==> src/rtl/vga_mode_sequencer.sv <==
// rtl/vga_mode_sequencer.sv - frame-aligned VGA mode-change sequencer
//
// Owns the sync generator's mode and reset inputs. Mode-change requests are
// accepted over a valid/ready handshake, applied at the next frame end, then
// the sync generator is held in reset for HOLD_CYCLES and video is blanked
// for SETTLE_FRAMES frames so the monitor can relock. Reset behaves like a
// change sequence to INIT_MODE, starting in HOLD.
//
// Optional feature: define VGA_MODE_SEQ_SKIP_SAME_EN to complete a request
// for the already-active mode immediately (done next cycle, no reset/blank).
//
// Ports:
//   clk        pixel clock
//   reset_n    asynchronous active-low reset
//   req_valid  mode-change request valid
//   req_mode   requested mode (0 = 640x480, 1 = 1440x900/4)
//   req_ready  high only in IDLE; transfer = req_valid && req_ready
//   hmax_in    sync generator o_hmax
//   vmax_in    sync generator o_vmax
//   vga_mode   sync generator mode
//   vga_reset  sync generator reset (active-high)
//   blank      force RGB to black
//   busy       high in any state other than IDLE
//   done       one-cycle pulse on the first IDLE cycle after a sequence

module vga_mode_sequencer #(
    parameter int unsigned INIT_MODE     = 0,
    parameter int unsigned HOLD_CYCLES   = 4,
    parameter int unsigned SETTLE_FRAMES = 2
) (
    input  logic clk,
    input  logic reset_n,
    input  logic req_valid,
    input  logic req_mode,
    output logic req_ready,
    input  logic hmax_in,
    input  logic vmax_in,
    output logic vga_mode,
    output logic vga_reset,
    output logic blank,
    output logic busy,
    output logic done
);

    typedef enum logic [1:0] {
        S_IDLE     = 2'd0,
        S_WAIT_EOF = 2'd1,
        S_HOLD     = 2'd2,
        S_SETTLE   = 2'd3
    } state_t;

    localparam logic       INIT_BIT    = INIT_MODE[0];
    localparam logic [7:0] HOLD_LAST   = 8'(HOLD_CYCLES - 1);
    // Wraps to 4'hF when SETTLE_FRAMES is 0; SETTLE is never entered then.
    localparam logic [3:0] SETTLE_LAST = 4'(SETTLE_FRAMES - 1);
    localparam bit         NO_SETTLE   = (SETTLE_FRAMES == 0);

    state_t     state, state_next;
    logic [7:0] hcnt, hcnt_next;
    logic [3:0] fcnt, fcnt_next;
    logic       pend, pend_next;
    logic       mode_q, mode_next;
    logic       done_q, done_next;
    logic       eof;

    assign eof = hmax_in & vmax_in;

    always_ff @(posedge clk or negedge reset_n) begin
        if (!reset_n) begin
            state  <= S_HOLD;
            hcnt   <= 8'd0;
            fcnt   <= 4'd0;
            pend   <= INIT_BIT;
            mode_q <= INIT_BIT;
            done_q <= 1'b0;
        end else begin
            state  <= state_next;
            hcnt   <= hcnt_next;
            fcnt   <= fcnt_next;
            pend   <= pend_next;
            mode_q <= mode_next;
            done_q <= done_next;
        end
    end

    always_comb begin
        state_next = state;
        hcnt_next  = hcnt;
        fcnt_next  = fcnt;
        pend_next  = pend;
        mode_next  = mode_q;
        done_next  = 1'b0;

        case (state)
            S_IDLE: begin
                if (req_valid) begin
`ifdef VGA_MODE_SEQ_SKIP_SAME_EN
                    if (req_mode == mode_q) begin
                        done_next = 1'b1;
                    end else begin
                        pend_next  = req_mode;
                        state_next = S_WAIT_EOF;
                    end
`else
                    pend_next  = req_mode;
                    state_next = S_WAIT_EOF;
`endif
                end
            end

            // Old mode keeps running until the frame ends so no partial
            // frame is ever drawn in the new timing.
            S_WAIT_EOF: begin
                if (eof) begin
                    mode_next  = pend;
                    hcnt_next  = 8'd0;
                    state_next = S_HOLD;
                end
            end

            // eof cannot occur here since the generator is held in reset.
            S_HOLD: begin
                hcnt_next = hcnt + 8'd1;
                if (hcnt == HOLD_LAST) begin
                    fcnt_next = 4'd0;
                    if (NO_SETTLE) begin
                        state_next = S_IDLE;
                        done_next  = 1'b1;
                    end else begin
                        state_next = S_SETTLE;
                    end
                end
            end

            S_SETTLE: begin
                if (eof) begin
                    if (fcnt == SETTLE_LAST) begin
                        state_next = S_IDLE;
                        done_next  = 1'b1;
                    end else begin
                        fcnt_next = fcnt + 4'd1;
                    end
                end
            end

            default: state_next = S_HOLD;
        endcase
    end

    assign req_ready = (state == S_IDLE);
    assign busy      = (state != S_IDLE);
    assign vga_reset = (state == S_HOLD);
    assign blank     = (state == S_HOLD) || (state == S_SETTLE);
    assign vga_mode  = mode_q;
    assign done      = done_q;

endmodule

==> config.mk <==
export PLATFORM = sky130hd
export DESIGN_NAME = vga_mode_sequencer
export DESIGN_NICKNAME = d
export VERILOG_FILES = /design/src/rtl/vga_mode_sequencer.sv
export SDC_FILE = /design/constraint.sdc
export NUM_CORES = 1
export LEC_CHECK = 0
export CORE_MARGIN = 5
export CORE_UTILIZATION = 49
export DETAILED_ROUTE_END_ITERATION = 16
export HOLD_SLACK_MARGIN = 0.02
export PLACE_DENSITY_LB_ADDON = 0.25
export SYNTH_ARGS = -nofsm -noshare
export SYNTH_HDL_FRONTEND = slang
export SYNTH_SLANG_ARGS = --single-unit
==> constraint.sdc <==
create_clock -name clk -period 1.85 [get_ports clk]
set_clock_uncertainty 0.1 [all_clocks]
set_input_delay 0.37 -clock clk [delete_from_list [all_inputs] [get_ports clk]]
set_output_delay 0.37 -clock clk [all_outputs]
set_load 0.02 [all_outputs]
==> impl_metrics.yaml, run 1 <==
outcome:
  outcome: "finished, violations left"
  failed_checks: "negative setup slack"
logic_synthesis:
  ys.flop_type: "dfrtp_1"
  synth_area_um2: 1060
  synthArstFlopShare: 1.00
  synth_cells: 104
  syn_avg_cell_area_um2: 10.2
  yosysWarnings: 0
  mappedNetlistNets: 118
  synth.yosys.seq_area_share: 0.404
  synth_edf_count: 0
  ys_ff_latch: 17
  synth_cell_type_count: 38
power_and_ir_drop:
  seqPwrFrac: 0.300
  power_frac_comb: 0.614
  switching_power_w: 0.000970
  netSwitchingFraction: 0.424
  irDropWorstVdd_v: 0.00110
  p_clk_frac: 0.086
  intPower_w: 0.00132
  pwr_density_cell_nw_per_um2: 1570
  p_leak_nw: 0.648
critical_path:
  reg2reg_to: "fcnt[2]"
  arrival_ps: 2090
  crit_path_start_kind: "register"
  critPathMaxStageDelay_ps: 600
  path_max_fanout: 10
  critical_path_required_ps: 1990
  path_class: "register to register"
  rrSetupSlack_ps: -110
  end_kind: "register"
  regToRegStartpoint: "state[1]"
  crit_path_top_delay_cell: "dfstp_2"
  crit_chain: "ha_2, buf_6, or2b_2, or4_1, nand3_1"
  cp_num_buf_inv: 1
  ff2ff_path_depth: 5
  cp_top_family: "simple AND/OR/NAND/NOR gates"
place:
  dp_hpwl_um: 1750
  place_area_um2: 1350
  place.port_buffers: 11
  pre_cts_ws_ps: -212
  gp_congestion: 0.802
route:
  wl_per_cell_um: 14.7
  routed_via_density: 5.59
  drt_wl_total_um: 2430
  first_pass_iters: 4
  vias: 923
  drtIter0Drc: 28
  antenna_left: 0
  drc: 0
timing:
  hold_viol_final: 0
  slew-limit-headroom: 0.739
  post-route-period-util: 1.06
  fmax_mhz: 511
  slew_violations: 0
  fin_ws_ps: -109
  setup_viol: 8
  hold_slack_ps: 286
  rsz0062_at_grt: "true"
  tightest_slew_ps: 389
  fin_setup_tns_ps: -423
  fin_crit_ps: 1960
finish:
  fin_area_um2: 1450
  fill_cells: 149
  seqCellArea_um2: 427
  nNetsFinal: 153
  syn_to_final_growth_pct: 37.4
  multi_input_area_um2: 673
  drive_gt1_frac: 0.384
  antenna_cells: 0
die:
  ioPinCount: 12
  die-area_um2: 3180
  rows: 16
  initial_utilization: 0.528
  core_area_um2: 2000
  die_y_um: 56.4
  die_w_um: 56.4
hold_path:
  hp-class: "input port to async pin"
cts:
  cts_root_buf: "clkbuf_4"
  holdBufCountCts: 0
  cts_tree: "done"
  insertion_delay_ps: 290
  path_clk_slew_ps: 90
  cts.path.max_buffers: 2
  cts_buffers: 3
  clock_sinks: 17
  h-tree-depth: 1
grt:
  track_usage: 0.161
  grt_pass1_vias: 880
  overflow: 0
  antenna_found_initial: 0
  grt_max_degree: 18
  grt_pass1_wl_um: 4050
flow_run:
  cap_violations: 0
how the worst max path moves through the flow:
stage / from / endpoint / slack [ps] / depth (start not counted)
finish: state[1] / fcnt[2] / -110 / 5
global route: state[1] / hcnt[7] / -170 / 6
CTS: state[1] / vga_reset / -70 / 3
detailed placement: hmax_in / fcnt[3] / -210 / 5
global placement: hmax_in / hcnt[7] / -160 / 5
floorplan: state[1] / hcnt[7] / -20 / 6
cell usage in the layout (no fill, tap or decap), types with 3 or more instances in the layout:
cell / count
clkbuf_4: 3
nor2_1: 7
dfrtp_1: 16
clkdlybuf4s50_1: 7
buf_6: 3
nand3_1: 8
buf_4: 20
o21ai_0: 4
ha_1: 4
nand2_1: 13
ha_2: 3
nor2b_1: 3
routing by layer:
metal	global-route usage	share of wire
met3	0.0482	0.053
met2	0.284	0.51
met1	0.180	0.42
met4	0.0644	0.016
met5	0	0
final cells by class:
class | instances | area share
multi-input cells | 80 | 0.464
flip-flops and latches | 17 | 0.294
repair buffers | 32 | 0.186
well taps | 27 | 0.0233
clock buffers | 4 | 0.0181
inverters | 5 | 0.0147
Yosys cell counts, drive strengths merged, types with 2 or more instances:
| cell type | n | area share |
|---|---|---|
| a22o | 3 | 0.027 |
| a32o | 2 | 0.019 |
| clkbuf | 2 | 0.0083 |
| dfrtp | 16 | 0.38 |
| ha | 8 | 0.095 |
| inv | 5 | 0.018 |
| mux2 | 4 | 0.043 |
| nand2 | 13 | 0.046 |
| nand3 | 8 | 0.038 |
| nand4 | 2 | 0.012 |
| nor2 | 8 | 0.028 |
| nor2b | 3 | 0.018 |
| nor3b | 2 | 0.019 |
| nor4 | 3 | 0.032 |
| o21ai | 5 | 0.024 |
| or4 | 2 | 0.014 |
| xnor2 | 2 | 0.017 |
logic make-up after synthesis:
kind of cell,count (synthesis),share of synthesized area
AOI/OAI and AO/OA,18,0.152
xor gates and xnor gates,2,0.0166
adders and majority gates,8,0.0948
buffers and inverters,7,0.0261
DFF,17,0.404
muxes,5,0.0521
and+or+nand+nor,47,0.255
through the flow:
step            util  total power [W]  cells
6_report       0.725          0.00229    165
5_1_grt        0.725          0.00247    165
4_1_cts        0.704          0.00218    163
3_5_place_dp   0.674          0.00193    156
3_3_place_gp   0.674          0.00188    156
2_1_floorplan      -          0.00144    104
registers in the layout, summed over array words and instances, names as in the netlist:
register,cells
hcnt,8
fcnt,4
state,2
done,1
pend,1
vga_mode,1
what timing repair did:
action                                  in CTS  in global routing
setup buffers                                3                  2
resized for setup                           20                  9
endpoints found under the setup margin      11                 17
pin swaps                                    3                  2
cloned                                       0                  0
power by group through the flow:
stage / registers, W / clock network (W) / logic [W]
2_1_floorplan: 0.000664 / 0 / 0.000779
3_3_place_gp: 0.000668 / 0 / 0.00121
3_5_place_dp: 0.000681 / 0 / 0.00125
4_1_cts: 0.000674 / 0.000210 / 0.00129
5_1_grt: 0.000709 / 0.000219 / 0.00154
6_report: 0.000685 / 0.000197 / 0.00140
Note: power is estimated with default switching activity, not from simulation.
==> run 2, diff against run 1 <==
--- a/config.mk
+++ b/config.mk
@@ -8,6 +8,7 @@
 export CORE_MARGIN = 5
 export CORE_UTILIZATION = 49
 export DETAILED_ROUTE_END_ITERATION = 16
+export GPL_ROUTABILITY_DRIVEN = 0
 export HOLD_SLACK_MARGIN = 0.02
 export PLACE_DENSITY_LB_ADDON = 0.25
 export SYNTH_ARGS = -nofsm -noshare
==> results of run 2 <==
Same layout as run 1: the final DEF is identical, and so are final timing and power.
==> run 3, diff against run 2 <==
--- a/config.mk
+++ b/config.mk
@@ -5,11 +5,12 @@
 export SDC_FILE = /design/constraint.sdc
 export NUM_CORES = 1
 export LEC_CHECK = 0
+export CAP_MARGIN = 0
 export CORE_MARGIN = 5
 export CORE_UTILIZATION = 49
 export DETAILED_ROUTE_END_ITERATION = 16
 export GPL_ROUTABILITY_DRIVEN = 0
-export HOLD_SLACK_MARGIN = 0.02
+export HOLD_SLACK_MARGIN = 0.05
 export PLACE_DENSITY_LB_ADDON = 0.25
 export SYNTH_ARGS = -nofsm -noshare
 export SYNTH_HDL_FRONTEND = slang
==> results of run 3 <==
Same layout as run 1: the final DEF is identical, and so are final timing and power.
